$ cat src/rtl/port_alloc_sched.sv
// Sequential allocate-or-deflect scheduler: one priority slot per clock.
// Ports: in_* batch handshake, out_* results handshake, deflect_cnt stat (PORT_ALLOC_DEFLECT_CNT_EN).
`ifndef NUM_PORT
`define NUM_PORT 4
`endif

module port_alloc_sched #(
  parameter int NUM_PORT = `NUM_PORT,
  parameter int CNT_W    = 16
) (
  input  logic                         clk,
  input  logic                         rst_n,
  input  logic                         in_valid,
  output logic                         in_ready,
  input  logic [NUM_PORT-1:0]          in_flit_vld,
  input  logic [NUM_PORT*NUM_PORT-1:0] in_req,
  input  logic [NUM_PORT-1:0]          in_avail,
  output logic                         out_valid,
  input  logic                         out_ready,
  output logic [NUM_PORT*NUM_PORT-1:0] out_alloc,
  output logic [NUM_PORT-1:0]          out_deflect,
  output logic                         out_err,
  output logic [CNT_W-1:0]             deflect_cnt
);

  localparam int KW = (NUM_PORT > 1) ? $clog2(NUM_PORT) : 1;

  typedef enum logic [1:0] {IDLE, ALLOC, DONE} state_t;

  state_t state, state_nxt;

  logic [KW-1:0]                k;
  logic [NUM_PORT-1:0]          vld_r;
  logic [NUM_PORT-1:0]          avail_r;
  logic [NUM_PORT*NUM_PORT-1:0] req_r;

  logic [NUM_PORT-1:0] slot_req;
  logic [NUM_PORT-1:0] temp;
  logic [NUM_PORT-1:0] grant;
  logic                dfl;
  logic                err_set;
  logic                last;
  logic                accept;

  function automatic logic [NUM_PORT-1:0] msb1(
    input logic [NUM_PORT-1:0] v
  );
    logic [NUM_PORT-1:0] r;
    r = '0;
    for (int i = 0; i < NUM_PORT; i++) begin
      if (v[i]) begin
        r    = '0;
        r[i] = 1'b1;
      end
    end
    return r;
  endfunction

  assign last   = (k == KW'(NUM_PORT - 1));
  assign accept = (state == IDLE) && in_valid;

  // Current-slot decision: productive port first, else any free port.
  always_comb begin
    slot_req = req_r[k*NUM_PORT +: NUM_PORT];
    temp     = slot_req & avail_r;
    grant    = '0;
    dfl      = 1'b0;
    err_set  = 1'b0;
    if (vld_r[k]) begin
      if (|temp) begin
        grant = msb1(temp);
      end else if (|avail_r) begin
        grant = msb1(avail_r);
        dfl   = 1'b1;
      end else begin
        err_set = 1'b1;
      end
    end
  end

  always_ff @(posedge clk or negedge rst_n) begin
    if (!rst_n) state <= IDLE;
    else        state <= state_nxt;
  end

  always_comb begin
    state_nxt = state;
    unique case (state)
      IDLE:    if (in_valid)  state_nxt = ALLOC;
      ALLOC:   if (last)      state_nxt = DONE;
      DONE:    if (out_ready) state_nxt = IDLE;
      default: state_nxt = IDLE;
    endcase
  end

  always_comb begin
    in_ready  = (state == IDLE);
    out_valid = (state == DONE);
  end

  always_ff @(posedge clk or negedge rst_n) begin
    if (!rst_n) begin
      k           <= '0;
      vld_r       <= '0;
      req_r       <= '0;
      avail_r     <= '0;
      out_alloc   <= '0;
      out_deflect <= '0;
      out_err     <= 1'b0;
    end else if (accept) begin
      k           <= '0;
      vld_r       <= in_flit_vld;
      req_r       <= in_req;
      avail_r     <= in_avail;
      out_alloc   <= '0;
      out_deflect <= '0;
      out_err     <= 1'b0;
    end else if (state == ALLOC) begin
      out_alloc[k*NUM_PORT +: NUM_PORT] <= grant;
      out_deflect[k] <= dfl;
      avail_r        <= avail_r & ~grant;
      if (err_set) out_err <= 1'b1;
      if (!last)   k <= k + 1'b1;
    end
  end

`ifdef PORT_ALLOC_DEFLECT_CNT_EN
  logic [CNT_W-1:0] cnt_r;

  always_ff @(posedge clk or negedge rst_n) begin
    if (!rst_n) begin
      cnt_r <= '0;
    end else if (state == ALLOC && dfl && !(&cnt_r)) begin
      cnt_r <= cnt_r + 1'b1;
    end
  end

  assign deflect_cnt = cnt_r;
`else
  assign deflect_cnt = '0;
`endif

endmodule

$ cat config.mk
export PLATFORM = sky130hd
export DESIGN_NAME = port_alloc_sched
export DESIGN_NICKNAME = d
export VERILOG_FILES = /design/src/rtl/port_alloc_sched.sv
export SDC_FILE = /design/constraint.sdc
export NUM_CORES = 1
export LEC_CHECK = 0
export ABC_AREA = 1
export CAP_MARGIN = 20
export CORE_AREA = 8 8 64 107
export DETAILED_ROUTE_END_ITERATION = 8
export DIE_AREA = 0 0 72 115
export PLACE_DENSITY = 0.78
export SKIP_CTS_REPAIR_TIMING = 1
export SLEW_MARGIN = 20
export SYNTH_ARGS = -nofsm -noshare
export SYNTH_HDL_FRONTEND = slang
export SYNTH_SLANG_ARGS = --single-unit
$ cat constraint.sdc
create_clock -name clk -period 2.2 [get_ports clk]
set_input_delay 0.22 -clock clk [delete_from_list [all_inputs] [get_ports clk]]
set_output_delay 0.22 -clock clk [all_outputs]
set_load 0.02 [all_outputs]
After elaboration in Yosys (flattened, before gate mapping)
Index checks and enable logic that the tools add are counted.
{"block": "word_totals", "reg_bits": 49, "latch_bits": 0, "mem_bits_rw": 0, "rom_bits": 0, "elab_cells": 74, "n_memories": 0}
{"block": "op_classes", "addsub": 2, "n_mul": 0, "div": 0, "magnitude_cmp": 2, "n_eq_ne": 7, "n_shift": 3, "mux": 39, "n_bitwise": 3, "n_reduce_logical": 10}
{"cell": "$mux W4", "n": 13}
{"cell": "$neg A4 Y34", "n": 1}
{"cell": "$shift A4 B34 Y16 const A", "n": 1}
{"cell": "$shiftx A4 B34 Y16", "n": 1}
{"cell": "$mux W16", "n": 2}
{"cell": "$bwmux W16", "n": 1}
{"cell": "$shiftx A16 B5 Y4", "n": 1}
{"cell": "$mux W1", "n": 13}
{"cell": "$mux W2", "n": 6}
{"cell": "$and A4 B4 Y4", "n": 2}
{"cell": "$reduce_or A4 Y1", "n": 2}
{"cell": "$pmux W2 S3", "n": 1}
{"cell": "$bwmux W4", "n": 1}
{"cell": "$eq A2 B2 Y1 const B", "n": 2}
{"cell": "$ne A2 B1 Y1 const B", "n": 2}
{"cell": "$ne A2 B2 Y1 const B", "n": 2}
{"cell": "$not A4 Y4", "n": 1}
{"cell": "$reduce_and A2 Y1", "n": 2}
{"cell": "$reduce_bool A2 Y1", "n": 2}
{"cell": "$lt A2 B3 Y1 const B", "n": 1}
{"cell": "$reduce_and A3 Y1", "n": 1}
{"cell": "$add A2 B1 Y2 const B", "n": 1}
{"cell": "$bmux W1 S2", "n": 1}
{"cell": "$demux W1 S2", "n": 1}
{"cell": "4 further kinds", "n": 5}

Depth between registers and ports, before layout
Gate-level depths: netlist (run 1).
{"block": "depth", "word_depth": 12, "mapped_depth": 14, "mapped_depth_nobuf": 12}

Worst setup path before layout (run 1)
No wires, ideal clock.
{"block": "synth_path", "kind": "reg-to-reg", "start": "register state[1]", "end": "register avail_r[3]", "setup_time_ns": 0.123, "arrival_ns": 1.502, "required_time_ns": 2.077, "slack_ns": 0.575, "path_stages_with_launch": 8, "path_buffers": 1, "period_less_slack_ns": 1.625, "cell_sequence": "dfrtp_1 > nor2_1 > nand2_1 > inv_1 > clkbuf_1 > nor2_1 > o21ai_0 > nand2_1"}
{"block": "synth_between", "elab_chain_cells": 3, "word_cells_on_any_way": 5}
{"element": "from (decl)", "line": "30", "text": "state_t state, state_nxt;"}
{"element": "from (signal assigned)", "line": "83", "text": "else state <= state_nxt;"}
{"element": "$logic_not A2 Y1 (*)"}
{"element": "via in_ready", "line": "14", "text": "output logic in_ready,"}
{"element": "$logic_and A1 B1 Y1 (*)", "line": "60", "text": "assign accept = (state == IDLE) && in_valid;"}
{"element": "$mux W4 / $reduce_bool A2 Y1 (equally long branches)"}
{"element": "to (signal assigned)", "line": "114", "text": "avail_r <= in_avail;"}
{"element": "to (signal assigned)", "line": "121", "text": "avail_r <= avail_r & ~grant;"}
{"element": "to (decl)", "line": "34", "text": "logic [NUM_PORT-1:0] avail_r;"}
Mark *: on every way through the listed nets, which the timed path passes. The rest lies on a longest branch.
A chain may end at the register's enable or synchronous reset.

Final worst setup path (run 1)
{"block": "layout_path", "start": "register k[0]", "end": "register out_alloc[9]"}
{"block": "layout_between", "elab_chain_cells": 12, "word_cells_on_any_way": 17}
{"element": "from (decl)", "line": "32", "text": "logic [KW-1:0] k;"}
{"element": "from (signal assigned)", "line": "123", "text": "if (!last) k <= k + 1'b1;"}
{"element": "$shiftx A16 B5 Y4", "line": "64", "text": "slot_req = req_r[k*NUM_PORT +: NUM_PORT];"}
{"element": "$and A4 B4 Y4", "line": "65", "text": "temp = slot_req & avail_r;"}
{"element": "$mux W1", "line": "51", "text": "if (v[i]) begin"}
{"element": "$mux W4 (3 in a row)", "line": "51"}
{"element": "$mux W4", "line": "70", "text": "if (|temp) begin"}
{"element": "$mux W4", "line": "69", "text": "if (vld_r[k]) begin"}
{"element": "$shiftx A4 B34 Y16", "line": "119", "text": "out_alloc[k*NUM_PORT +: NUM_PORT] <= grant;"}
{"element": "$bwmux W16 (*)", "line": "119"}
{"element": "$mux W16 (*)", "line": "118", "text": "end else if (state == ALLOC) begin"}
{"element": "$mux W16 (*)", "line": "110", "text": "end else if (accept) begin"}
{"element": "to (signal, indexed assignment)", "line": "119"}
{"element": "to (decl)", "line": "20", "text": "output logic [NUM_PORT*NUM_PORT-1:0] out_alloc,"}
Mark *: on every way between the ends. The rest lies on a longest branch, timed or not. The select of a mux whose other input is x is not followed.

==> flow_summary.yaml, run 1 <==
logic_synthesis:
  synth-seq-cells: 49
  yosysSeqAreaShare_pct: 47.9
  synthTopCellsByArea: "dfrtp_1, nand2_1, o21ai_0, buf_4, inv_1"
  avgSynthCellArea_sq_um: 8.15
  ys_async_sr_fraction_pct: 100
  synth_top_area_share_pct: 47.9
  synth_edf_count: 0
  synthTopCellsByCount: "nand2_1, dfrtp_1, inv_1"
  synthDistinctLibCells: 27
  synth.most_common_cell: "nand2_1"
  ys.flop_type: "dfrtp_1"
  yosysWarnings: 0
  syn-cell-area_sq_mm: 0.00256
  yosys.area.top_type: "dfrtp_1"
  synth_cells: 314
final_layout:
  finalNonFillerCells: 443
  fin_util_pct: 58.2
  nFillCells: 514
  nNetsFinal: 399
  drive_gt1_share_pct: 9.81
  area_delta_synth_final_pct: 24.0
  fin_area_sq_mm: 0.00317
  antenna_cells: 0
floorplanning:
  num_rows: 36
  initial_core_util_pct: 46.9
  die-area_sq_mm: 0.00828
  die_y_um: 115
  ios: 67
  die_x_um: 72
  coreArea_sq_mm: 0.00545
detailed_routing:
  viasPerCell: 4.78
  wl_met2_um: 3320
  drt-initial-drc-count: 110
  vias: 2119
  postRouteAntennaNets: 0
  drc: 0
  drt-met1-wl_um: 2160
  drt-total-wl_um: 6040
  dr.pass1.iters: 4
  wl_per_cell_um: 13.6
  top_layer_used: "met4"
  dr_wl_met3_um: 298
timing:
  slew_viol_final: 0
  setup_tns_ns: 0
  setup_violations: 0
  hold_viol: 0
  timing.hold.ws_ns: 0.434
  max_freq_mhz: 514
  maxSlewHeadroom_pct: 61.7
  fin_ws_ns: 0.255
  finalCriticalPeriod_ns: 1.94
  finClkSkew_ns: 0.00647
  rsz0062_at_grt: "no"
  worst_pin_slew_ns: 0.575
  fin_crit_sh_pct: 88.4
worst_setup_path:
  critPathCaptureType: "flop"
  r2r_slack_ns: 0.26
  cp-start-kind: "flop"
  r2r-start: "k[0]"
  rr_endpoint: "out_alloc[9]"
  timing.critical_path.fanout_max: 15
  required_ns: 2.41
  startpoint: "k[0]"
  endpoint: "out_alloc[9]"
  setup.worst_path.class: "reg2reg"
  worstPathArrival_ns: 2.16
  r2r_cells: 6
placed_design:
  place_area_sq_mm: 0.00308
  place_inst: 435
  io_buffers: 50
  pre_cts_slack_ns: 0.287
  gp_congestion: 0.914
  hpwl_um: 4920
grt:
  antenna_found_initial: 0
  gr-usage-all-layers_pct: 15.4
  grt_pass1_vias: 2144
  grt_max_degree: 41
  grt_pass1_wl_um: 9760
  grt_overflow: 0
power_and_ir_drop:
  peakVddDrop_mv: 0.540
  p_total_mw: 4.11
  leakagePower_nw: 1.56
  power.density_mw_per_mm2: 1300
status:
  status: "complete, no violations"
clock_network:
  cts.sinks: 49
  path_clk_slew_ns: 0.08
  worstSkewPairLatency_ns: 0.31
  clock_path_buffers: 2
  cts_buffers: 5
  cts_tree: "done"
  root_buffer: "clkbuf_8"
  htreeDepth: 2
worst_hold_path:
  hold_class: "in2async"
job:
  drv_cap: 0
==> logic make-up after synthesis <==
family,after synthesis,synth area share (%)
buffers and inverters,58,12.0
DFF,49,47.9
and+or+nand+nor,163,29.8
adders and majority gates,4,1.96
AOI/OAI and AO/OA,39,8.17
other,1,0.147
==> power breakdown <==
part	total [mW]	leakage, nW	switching (mW)	internal, mW
sequential	1.43	0.639	0.217	1.21
clock	0.525	0.0443	0.276	0.249
combinational	2.16	0.876	1.41	0.747
total	4.11	1.56	1.90	2.21
==> layer usage <==
metal  global-route usage [%]  vias up
met4                     10.7        0
met2                     28.6       70
met5                        0        -
met3                     3.41       15
li1                         -     1062
met1                     14.4      972
==> worst max-delay path, stage by stage (launching register included) <==
cell	delay, ns
dfrtp_1	0.63
inv_4	0.14
ha_1	0.38
inv_1	0.09
nor3_2	0.28
inv_1	0.11
o21ai_0	0.22
==> final cells by class <==
cell class | instances | area [sq um] | share of cell area [%]
Multi-Input combinational cell | 222 | 1080 | 34.1
Sequential cell | 49 | 1230 | 38.7
Inverter | 33 | 126 | 3.98
Timing Repair Buffer | 56 | 556 | 17.5
Tap cell | 76 | 95.1 | 3.00
Clock buffer | 7 | 86.3 | 2.72
==> state kept, by name (all words and copies together), names as in the netlist <==
register / cells
out_deflect: 4
out_err: 1
vld_r: 4
avail_r: 4
req_r: 16
state: 2
k: 2
out_alloc: 16
==> placed cells by master, fill, tap and decap left out, drive strengths merged <==
cell / netlist / final
nor2: 21 / 21
o31ai: 1 / 1
a21oi: 2 / 2
o211ai: 2 / 2
dfrtp: 49 / 49
nand3b: 1 / 1
conb: 1 / 16
dlygate4sd3: 0 / 1
nor3: 1 / 1
buf: 19 / 6
o21bai: 1 / 1
clkdlybuf4s50: 0 / 49
inv: 33 / 33
o21ai: 33 / 33
nand4: 5 / 5
nand2: 107 / 107
nand3: 28 / 28
clkbuf: 6 / 7
ha: 4 / 4
==> worst min path at each step <==
stage	start	to	slack (ns)	cells past startpoint
6_report	rst_n	avail_r[1]	0.43	2
5_1_grt	in_req[7]	req_r[7]	0.45	3
4_1_cts	rst_n	avail_r[1]	-0.09	1
3_5_place_dp	rst_n	req_r[0]	0.25	1
3_3_place_gp	rst_n	req_r[13]	0.24	1
2_1_floorplan	rst_n	avail_r[0]	-0.08	0
No activity file was read; power rests on OpenSTA's default activity.
==> run 2, diff against run 1 <==
--- a/config.mk
+++ b/config.mk
@@ -8,6 +8,7 @@
 export ABC_AREA = 1
 export CAP_MARGIN = 20
 export CORE_AREA = 8 8 64 107
+export CTS_CLUSTER_SIZE = 16
 export DETAILED_ROUTE_END_ITERATION = 8
 export DIE_AREA = 0 0 72 115
 export PLACE_DENSITY = 0.78
==> results of run 2 <==
Final layout, timing and power as in run 1 (identical DEF).
==> run 3, diff against run 2 <==
--- a/config.mk
+++ b/config.mk
@@ -7,11 +7,13 @@
 export LEC_CHECK = 0
 export ABC_AREA = 1
 export CAP_MARGIN = 20
-export CORE_AREA = 8 8 64 107
+export CELL_PAD_IN_SITES_DETAIL_PLACEMENT = 0
+export CELL_PAD_IN_SITES_GLOBAL_PLACEMENT = 1
+export CORE_AREA = 2 2 68 119
 export CTS_CLUSTER_SIZE = 16
 export DETAILED_ROUTE_END_ITERATION = 8
-export DIE_AREA = 0 0 72 115
-export PLACE_DENSITY = 0.78
+export DIE_AREA = 0 0 70 121
+export PLACE_DENSITY_LB_ADDON = 0.1
 export SKIP_CTS_REPAIR_TIMING = 1
 export SLEW_MARGIN = 20
 export SYNTH_ARGS = -nofsm -noshare
==> flow_summary.yaml, run 3 (synthesis results as in run 1) <==
status:
  status: "complete, no violations"
grt:
  grt_overflow: 0
  antenna_found_initial: 0
  gr-usage-all-layers_pct: 15.7
  grt_pass1_wl_um: 10300
  grt_max_degree: 41
  grt_pass1_vias: 2082
worst_setup_path:
  worstPathArrival_ns: 2.18
  crit_top_cell: "inv_1"
  timing.critical_path.fanout_max: 16
  setup.worst_path.class: "reg2reg"
  rr_endpoint: "out_alloc[9]"
  path_cells: "inv_4, ha_1, inv_1, nor3_2, inv_1, o21ai_0"
  r2r-start: "k[0]"
  slowest_stage: "dfrtp_1"
  cp-start-kind: "flop"
  cpPeakStageDelay_ns: 0.69
  r2r_cells: 6
  r2r_slack_ns: 0.23
  startpoint: "k[0]"
  critPathCaptureType: "flop"
  required_ns: 2.41
detailed_routing:
  drt-initial-drc-count: 114
  postRouteAntennaNets: 0
  vias: 2079
  viasPerCell: 4.55
  dr.pass1.iters: 4
  drc: 0
  wl_per_cell_um: 13.8
  drt-total-wl_um: 6300
power_and_ir_drop:
  p_sw_share_pct: 43.9
  leakagePower_nw: 1.60
  p_switching_mw: 1.99
  peakVddDrop_mv: 0.687
  p_comb_share_pct: 48.5
  intPower_mw: 2.54
  p_clk_share_pct: 19.7
  power.density_mw_per_mm2: 1380
  power.share.sequential_pct: 31.8
  p_total_mw: 4.53
timing:
  maxSlewHeadroom_pct: 63.6
  max_freq_mhz: 507
  timing.hold.ws_ns: 0.441
  rsz0062_at_grt: "no"
  hold_viol: 0
  fin_crit_sh_pct: 89.7
  finalCriticalPeriod_ns: 1.97
  setup_tns_ns: 0
  slew_viol_final: 0
  setup_violations: 0
  finClkSkew_ns: 0.00410
  worst_pin_slew_ns: 0.541
final_layout:
  reg_top3: "out_alloc x16, req_r x16"
  drive_gt1_share_pct: 10.3
  fin_util_pct: 44.0
  area_delta_synth_final_pct: 28.2
  final_cell_mix: "nand2_1, dfrtp_1, clkdlybuf4s50_1"
  nNetsFinal: 400
  final_common_cell: "nand2_1"
  nFillCells: 789
  antenna_cells: 0
job:
  drv_cap: 0
clock_network:
  path_clk_slew_ns: 0.06
  root_buffer: "clkbuf_16"
  clock_path_buffers: 2
  cts_tree: "done"
  htreeDepth: 2
  worstSkewPairLatency_ns: 0.29
  cts_buffers: 5
  cts.sinks: 49
worst_hold_path:
  hold_class: "in2async"
floorplanning:
  die-area_sq_mm: 0.00847
  die_y_um: 121
  num_rows: 42
  initial_core_util_pct: 34.3
  ios: 67
  coreArea_sq_mm: 0.00746
  die_x_um: 70
placed_design:
  io_buffers: 50
  hpwl_um: 5010
  gp_congestion: 0.872
## run 3: cell types whose count changed in the layout (fill, tap and decap cells not counted)
| cell | delta |
|---|---|
| clkbuf_16 | +5 |
| buf_4 | +1 |
| clkbuf_8 | -5 |
| bufinv_16 | +1 |
## run 3: area by class of cell
cell class	count	area (sq um)	area share [%]
repair buffers	57	563	17.2
clock buffers	7	143	4.35
well taps	88	110	3.36
flip-flops and latches	49	1230	37.4
multi-input cells	222	1080	33.0
clock inverters	1	30.0	0.915
inverters	33	126	3.85
## run 3: how the worst max path moves through the flow
stage | slack [ns] | endpoint
after floorplan | 0.57 | avail_r[3]
after CTS | 0.18 | out_alloc[9]
after detailed placement | 0.21 | out_alloc[9]
after global placement | 0.27 | out_alloc[9]
after global routing | 0.06 | out_alloc[9]
final | 0.23 | out_alloc[9]
## run 3: power by group through the flow
stage,logic (mW),clock network [mW],registers [mW]
2_1_floorplan,1.54,0,1.46
3_3_place_gp,2.22,0,1.46
3_5_place_dp,2.22,0,1.47
4_1_cts,2.23,0.912,1.45
5_1_grt,2.47,0.951,1.48
6_report,2.20,0.894,1.44
## run 3: worst max-delay path, delay by kind of cell (launching register included)
kind | cells | cell delay, ns
adders and majority gates | 1 | 0.40
and+or+nand+nor | 1 | 0.24
AOI/OAI and AO/OA | 1 | 0.18
buffers and inverters | 3 | 0.37
DFF | 1 | 0.69
## run 3: per-stage QoR
stage                     worst slack, ns  area [sq um]  std cells
after floorplan                     0.575          2620        329
after global placement              0.270          3100        448
after detailed placement            0.210          3100        448
after CTS                           0.175          3270        456
after global routing               0.0626          3280        457
final                               0.228          3280        457
## run 3: metal layers
layer  wire, um  share of wire (%)  global-route usage (%)  vias to the layer above
met2       3640                 58                    30.6                       46
met1       2370                 38                    16.6                      963
li1           -                  -                       -                     1065
met4         78                1.2                    4.69                        0
met5          0                  0                       0                        -
met3        207                3.3                    3.32                        5
